### config.mk
export PLATFORM = sky130hd
export DESIGN_NAME = munoc_master_request_arbiter
export DESIGN_NICKNAME = d
export VERILOG_FILES = /design/src/rtl/munoc_master_request_arbiter.sv
export SDC_FILE = /design/constraint.sdc
export NUM_CORES = 1
export LEC_CHECK = 0
export BUFFER_PORTS_ARGS = -buffer_cell sky130_fd_sc_hd__buf_4
export CAP_MARGIN = 20
export CELL_PAD_IN_SITES_DETAIL_PLACEMENT = 1
export CELL_PAD_IN_SITES_GLOBAL_PLACEMENT = 1
export CORE_AREA = 4 4 211 213
export CTS_CLUSTER_DIAMETER = 120
export CTS_CLUSTER_SIZE = 40
export DETAILED_ROUTE_END_ITERATION = 8
export DIE_AREA = 0 0 215 217
export PLACE_DENSITY = 0.41
export SYNTH_ARGS = -nofsm -noshare
export SYNTH_HDL_FRONTEND = slang
export SYNTH_SLANG_ARGS = --single-unit
### constraint.sdc
create_clock -name clk -period 2.98 [get_ports clk]
set_input_delay 0.149 -clock clk [delete_from_list [all_inputs] [get_ports clk]]
set_output_delay 0.149 -clock clk [all_outputs]
set_load 0.01 [all_outputs]
### src/rtl/munoc_master_request_arbiter.sv
// Round-robin arbiter sharing one MUNOC master NI request port (AR/AW/W) among
// NUM_REQ AXI requesters, with the grant locked per transaction and an outstanding budget.
module munoc_master_request_arbiter #(
  parameter int NUM_REQ         = 4,
  parameter int BW_AR           = 32,
  parameter int BW_AW           = 32,
  parameter int BW_W            = 36,
  parameter int MAX_OUTSTANDING = 8
) (
  input  logic                                 clk,
  input  logic                                 rst,
  input  logic [NUM_REQ-1:0]                   req_arvalid,
  input  logic [NUM_REQ*BW_AR-1:0]             req_archannel,
  output logic [NUM_REQ-1:0]                   req_arready,
  input  logic [NUM_REQ-1:0]                   req_awvalid,
  input  logic [NUM_REQ*BW_AW-1:0]             req_awchannel,
  output logic [NUM_REQ-1:0]                   req_awready,
  input  logic [NUM_REQ-1:0]                   req_wvalid,
  input  logic [NUM_REQ-1:0]                   req_wlast,
  input  logic [NUM_REQ*BW_W-1:0]              req_wchannel,
  output logic [NUM_REQ-1:0]                   req_wready,
  output logic                                 ni_arvalid,
  output logic [BW_AR-1:0]                     ni_archannel,
  input  logic                                 ni_arready,
  output logic                                 ni_awvalid,
  output logic [BW_AW-1:0]                     ni_awchannel,
  input  logic                                 ni_awready,
  output logic                                 ni_wvalid,
  output logic                                 ni_wlast,
  output logic [BW_W-1:0]                      ni_wchannel,
  input  logic                                 ni_wready,
  input  logic                                 rsp_done,
  output logic [$clog2(NUM_REQ)-1:0]           grant_id,
  output logic [$clog2(MAX_OUTSTANDING+1)-1:0] outstanding,
  output logic                                 underflow_err
);

  localparam int GW = $clog2(NUM_REQ);
  localparam int CW = $clog2(MAX_OUTSTANDING + 1);
  localparam logic [CW-1:0] MAX_CNT  = CW'(MAX_OUTSTANDING);
  localparam logic [GW-1:0] LAST_IDX = GW'(NUM_REQ - 1);

  typedef enum logic [1:0] {IDLE, RD_ADDR, WR_ADDR, WR_DATA} state_t;

  state_t                state;
  logic [GW-1:0]         rr_ptr;
  logic [GW-1:0]         winner;
  logic [GW-1:0]         scan_idx;
  logic [GW-1:0]         next_ptr;
  logic                  any_req;
  logic                  ar_done;
  logic                  aw_done;
  logic                  w_last_done;
  logic                  inc;
  logic [NUM_REQ-1:0]    requesting;
  logic [BW_AR-1:0]      ar_slice [NUM_REQ];
  logic [BW_AW-1:0]      aw_slice [NUM_REQ];
  logic [BW_W-1:0]       w_slice  [NUM_REQ];

  for (genvar k = 0; k < NUM_REQ; k++) begin : g_slice
    assign ar_slice[k] = req_archannel[k*BW_AR +: BW_AR];
    assign aw_slice[k] = req_awchannel[k*BW_AW +: BW_AW];
    assign w_slice[k]  = req_wchannel[k*BW_W +: BW_W];
  end

  assign requesting = req_arvalid | req_awvalid;

  // Scan from rr_ptr with wrap; the first hit wins.
  always_comb begin
    winner   = rr_ptr;
    any_req  = 1'b0;
    scan_idx = rr_ptr;
    for (int unsigned i = 0; i < NUM_REQ; i++) begin
      if (!any_req && requesting[scan_idx]) begin
        any_req = 1'b1;
        winner  = scan_idx;
      end
      scan_idx = (scan_idx == LAST_IDX) ? '0 : scan_idx + 1'b1;
    end
  end

  always_comb begin
    req_arready  = '0;
    req_awready  = '0;
    req_wready   = '0;
    ni_arvalid   = (state == RD_ADDR) && req_arvalid[grant_id];
    ni_awvalid   = (state == WR_ADDR) && req_awvalid[grant_id];
    ni_wvalid    = (state == WR_DATA) && req_wvalid[grant_id];
    ni_wlast     = (state == WR_DATA) && req_wlast[grant_id];
    ni_archannel = ar_slice[grant_id];
    ni_awchannel = aw_slice[grant_id];
    ni_wchannel  = w_slice[grant_id];
    if (state == RD_ADDR) req_arready[grant_id] = ni_arready;
    if (state == WR_ADDR) req_awready[grant_id] = ni_awready;
    if (state == WR_DATA) req_wready[grant_id]  = ni_wready;
  end

  assign ar_done     = ni_arvalid & ni_arready;
  assign aw_done     = ni_awvalid & ni_awready;
  assign w_last_done = ni_wvalid & ni_wready & ni_wlast;
  assign inc         = ar_done | w_last_done;
  assign next_ptr    = (grant_id == LAST_IDX) ? '0 : grant_id + 1'b1;

  always_ff @(posedge clk or posedge rst) begin
    if (rst) begin
      state         <= IDLE;
      rr_ptr        <= '0;
      grant_id      <= '0;
      outstanding   <= '0;
      underflow_err <= 1'b0;
    end else begin
      case (state)
        IDLE: begin
          if (any_req && (outstanding < MAX_CNT)) begin
            grant_id <= winner;
            state    <= req_arvalid[winner] ? RD_ADDR : WR_ADDR;
          end
        end
        RD_ADDR: begin
          if (ar_done) begin
            rr_ptr <= next_ptr;
            state  <= IDLE;
          end
        end
        WR_ADDR: begin
          if (aw_done) state <= WR_DATA;
        end
        WR_DATA: begin
          if (w_last_done) begin
            rr_ptr <= next_ptr;
            state  <= IDLE;
          end
        end
        default: state <= IDLE;
      endcase

      // Simultaneous completion and new acceptance cancel out.
      if (inc && !rsp_done) begin
        outstanding <= outstanding + 1'b1;
      end else if (!inc && rsp_done) begin
        if (outstanding == '0) underflow_err <= 1'b1;
        else                   outstanding   <= outstanding - 1'b1;
      end
    end
  end

endmodule

==> results.json <==
{
  "place_inst": 1327,
  "wl_per_cell_um": 21.7,
  "cts_made_buffers": 3,
  "post_route_cells_drive_above_1_share_pct": 85.4,
  "syn_area_um2": 3550,
  "drv_slew": 0,
  "grt_usage_pct": 11.3,
  "cp_common_cell": "xnor2_1",
  "ys_seq_elements": 11,
  "cts.reportedPaths.clkPinSlew_ns": 0.04,
  "grt_overflow_total": 0,
  "end_kind": "flip-flop",
  "synthArstFlopShare_pct": 100,
  "fin_cells": 1334,
  "num_rows": 76,
  "yosysMostFrequentCell": "mux4_2",
  "hold_viol": 0,
  "relSlewSlack_pct": 40.5,
  "drt_pass1_iterations": 4,
  "n_antenna_cell": 0,
  "ir_worst_vdd_mv": 0.512,
  "crit_buf_inv": 2,
  "num_vias": 4953,
  "die-height_um": 217,
  "worstPathMaxFanout": 7,
  "synthDistinctLibCells": 47,
  "worst_pin_slew_ns": 0.892,
  "power_per_cell_area_nw_per_um2": 722,
  "clock_skew_ns": 0.00295,
  "ys_top_cells_by_count": "mux4_2 (103), buf_2 (13), clkbuf_1 (12)",
  "insertion_delay_ns": 0.24,
  "path_cells": "mux4_2 > nand4_1 > nand3_1 > inv_1 > nor3_2 > ha_2 > inv_2 > ha_1 > a21o_1 > a21oi_1 > xnor2_1 > nand2_1 > xnor2_1",
  "hp-class": "primary input to flip-flop",
  "ant_nets": 0,
  "port_buffers": 544,
  "die_x_um": 215,
  "cp.required_ns": 3.09,
  "initial_utilization_pct": 8.31,
  "syn-instance-count": 256,
  "htree_levels": 1,
  "clock-sinks": 11,
  "critical_path.top_delay_family": "multiplexers",
  "dp_hpwl_mm": 26.2,
  "ys_warn_count": 0,
  "synth_area_leader_cell": "mux4_2",
  "gp_congestion": 0.846,
  "grt_max_degree": 61,
  "ys.flop_type": "dfrtp_1",
  "syn_to_final_growth_pct": 136,
  "rsz0062_at_grt": "false",
  "syn_avg_cell_area_um2": 13.9,
  "drt_iter0_drc": 166,
  "synth-seq-area-share_pct": 7.76,
  "slowest_stage": "mux4_2",
  "synth_area_leaders": "mux4_2 (65%), dfrtp_1 (7.8%), ha_1 (3.2%)",
  "setup_viol": 0,
  "nNetsFinal": 1221,
  "status": "complete, no violations",
  "layout_min_cycle_time_ns": 2.77,
  "maxCapViolations": 0,
  "critPathLaunchType": "flip-flop",
  "p_leak_uw": 0.00387,
  "grt_pass1_vias": 5485,
  "fin_total_pwr_uw": 6050,
  "drc": 0,
  "dieArea_um2": 46700,
  "cp_slowest_stage_delay_ns": 0.54,
  "synth_top_area_share_pct": 65.4,
  "cts_root_buf": "clkbuf_16",
  "vias_per_cell": 3.71,
  "post-route-period-util_pct": 92.8,
  "syn-num-nets": 688,
  "cts_tree": "done",
  "clock.fmax_ghz": 0.362,
  "critPathArrivalTime_ns": 2.88,
  "core_area_um2": 42700,
  "antenna_found_initial": 4,
  "cts_max_path_buffers": 2,
  "worst-setup-path-type": "flip-flop to flip-flop",
  "tns_ns": 0,
  "ios": 545,
  "drt_wl_total_mm": 28.9,
  "grt_pass1_wl_mm": 39.3,
  "synth_edf_count": 0
}
-- timing repair --
item | 4_1_cts | 5_1_grt
buffers inserted | 0 | 2
hold buffers | 1 | 0
resized for setup | 0 | 2
hold endpoints to repair | 11 | 0
setup endpoints to repair | 0 | 1
-- area by class of cell --
cell class | instances | area (um2)
fillers | 5015 | 34300
repair buffers | 554 | 4170
multi-input cells | 208 | 3120
well taps | 546 | 683
flip-flops and latches | 11 | 283
clock buffers | 4 | 78.8
inverters | 11 | 41.3
-- power breakdown --
group          internal (uW)  switching, uW  leakage [uW]
Combinational           2940           2480       0.00370
Sequential               241            146      0.000126
Clock                    180           66.7     0.0000382
Total                   3360           2700       0.00387
-- registers in the layout, indices dropped and copies added, names as in the netlist --
| register | cells |
|---|---|
| underflow_err | 1 |
| grant_id | 2 |
| state | 2 |
| rr_ptr | 2 |
| outstanding | 4 |
-- cells in the final DEF (no fill, tap or decap), types with 2 or more instances in the layout --
cell       count
dfrtp_1        9
xnor2_1        3
nand3b_1       2
nor3_2         2
nor3_1         2
inv_1         10
o21ai_0        2
mux4_2       103
buf_4        552
and3_1        11
a21oi_1        5
clkbuf_16      3
nor2_1        10
a211o_1        2
mux2i_1        4
a21o_1         3
nand4_1        2
o21bai_1       2
nor2_2         2
and2_1         8
ha_1           8
mux2_1         2
nand2_1        7
or4_1          3
dfrtp_4        2
nand3_1        3
-- final timing paths --
kind / start / end / depth (start not counted) / slack, ns
min in group asynchronous: rst / outstanding[2] / 3 / 0.51
max in group asynchronous: rst / grant_id[0] / 3 / 2.08
worst max-delay path: grant_id[0] / outstanding[3] / 13 / 0.21
worst max register to register: grant_id[0] / outstanding[3] / 13 / 0.21
worst min register to register: underflow_err / underflow_err / 1 / 0.51
worst min-delay path: rsp_done / underflow_err / 4 / 0.35
-- metal layers --
metal  vias to the layer above  wire length (um)  share of wire [%]  global-route usage, %
met5                         -                 0                  0                      0
met4                         0               140               0.48                  0.773
met3                         8              2650                9.2                   3.81
met2                       287             15000                 52                   20.5
met1                      2458             11100                 38                   13.7
li1                       2200                 -                  -                      -
-- kinds of logic (layout without fill, tap and decap cells) --
kind of cell | count (synthesis) | in the layout | synth area share [%]
AND/OR/NAND/NOR | 58 | 58 | 9.42
multiplexers | 111 | 111 | 68.3
AO/OA/AOI/OAI | 25 | 25 | 5.43
buffers and inverters | 37 | 569 | 4.37
adder cells (fa/ha/maj) | 10 | 10 | 3.74
flip-flops | 11 | 11 | 7.76
XOR/XNOR | 4 | 4 | 0.987
-- worst min-delay path, delay by kind of cell --
kind | cells | cell delay (ns)
buffers and inverters | 2 | 0.13
adder cells (fa/ha/maj) | 1 | 0.14
AO/OA/AOI/OAI | 1 | 0.13
-- stage by stage --
step                worst slack (ns)  hold slack (ns)  instance area (um2)  utilization (%)
finish                         0.214            0.349                 8380             19.6
floorplan                      0.106          0.00144                 3550                -
CTS                           0.0639            0.348                 8360             19.6
global placement              0.0519            0.230                 8270             19.4
global route                  0.0149            0.369                 8380             19.6
detailed placement            0.0894            0.250                 8270             19.4
Power figures use the tool's default switching activity.
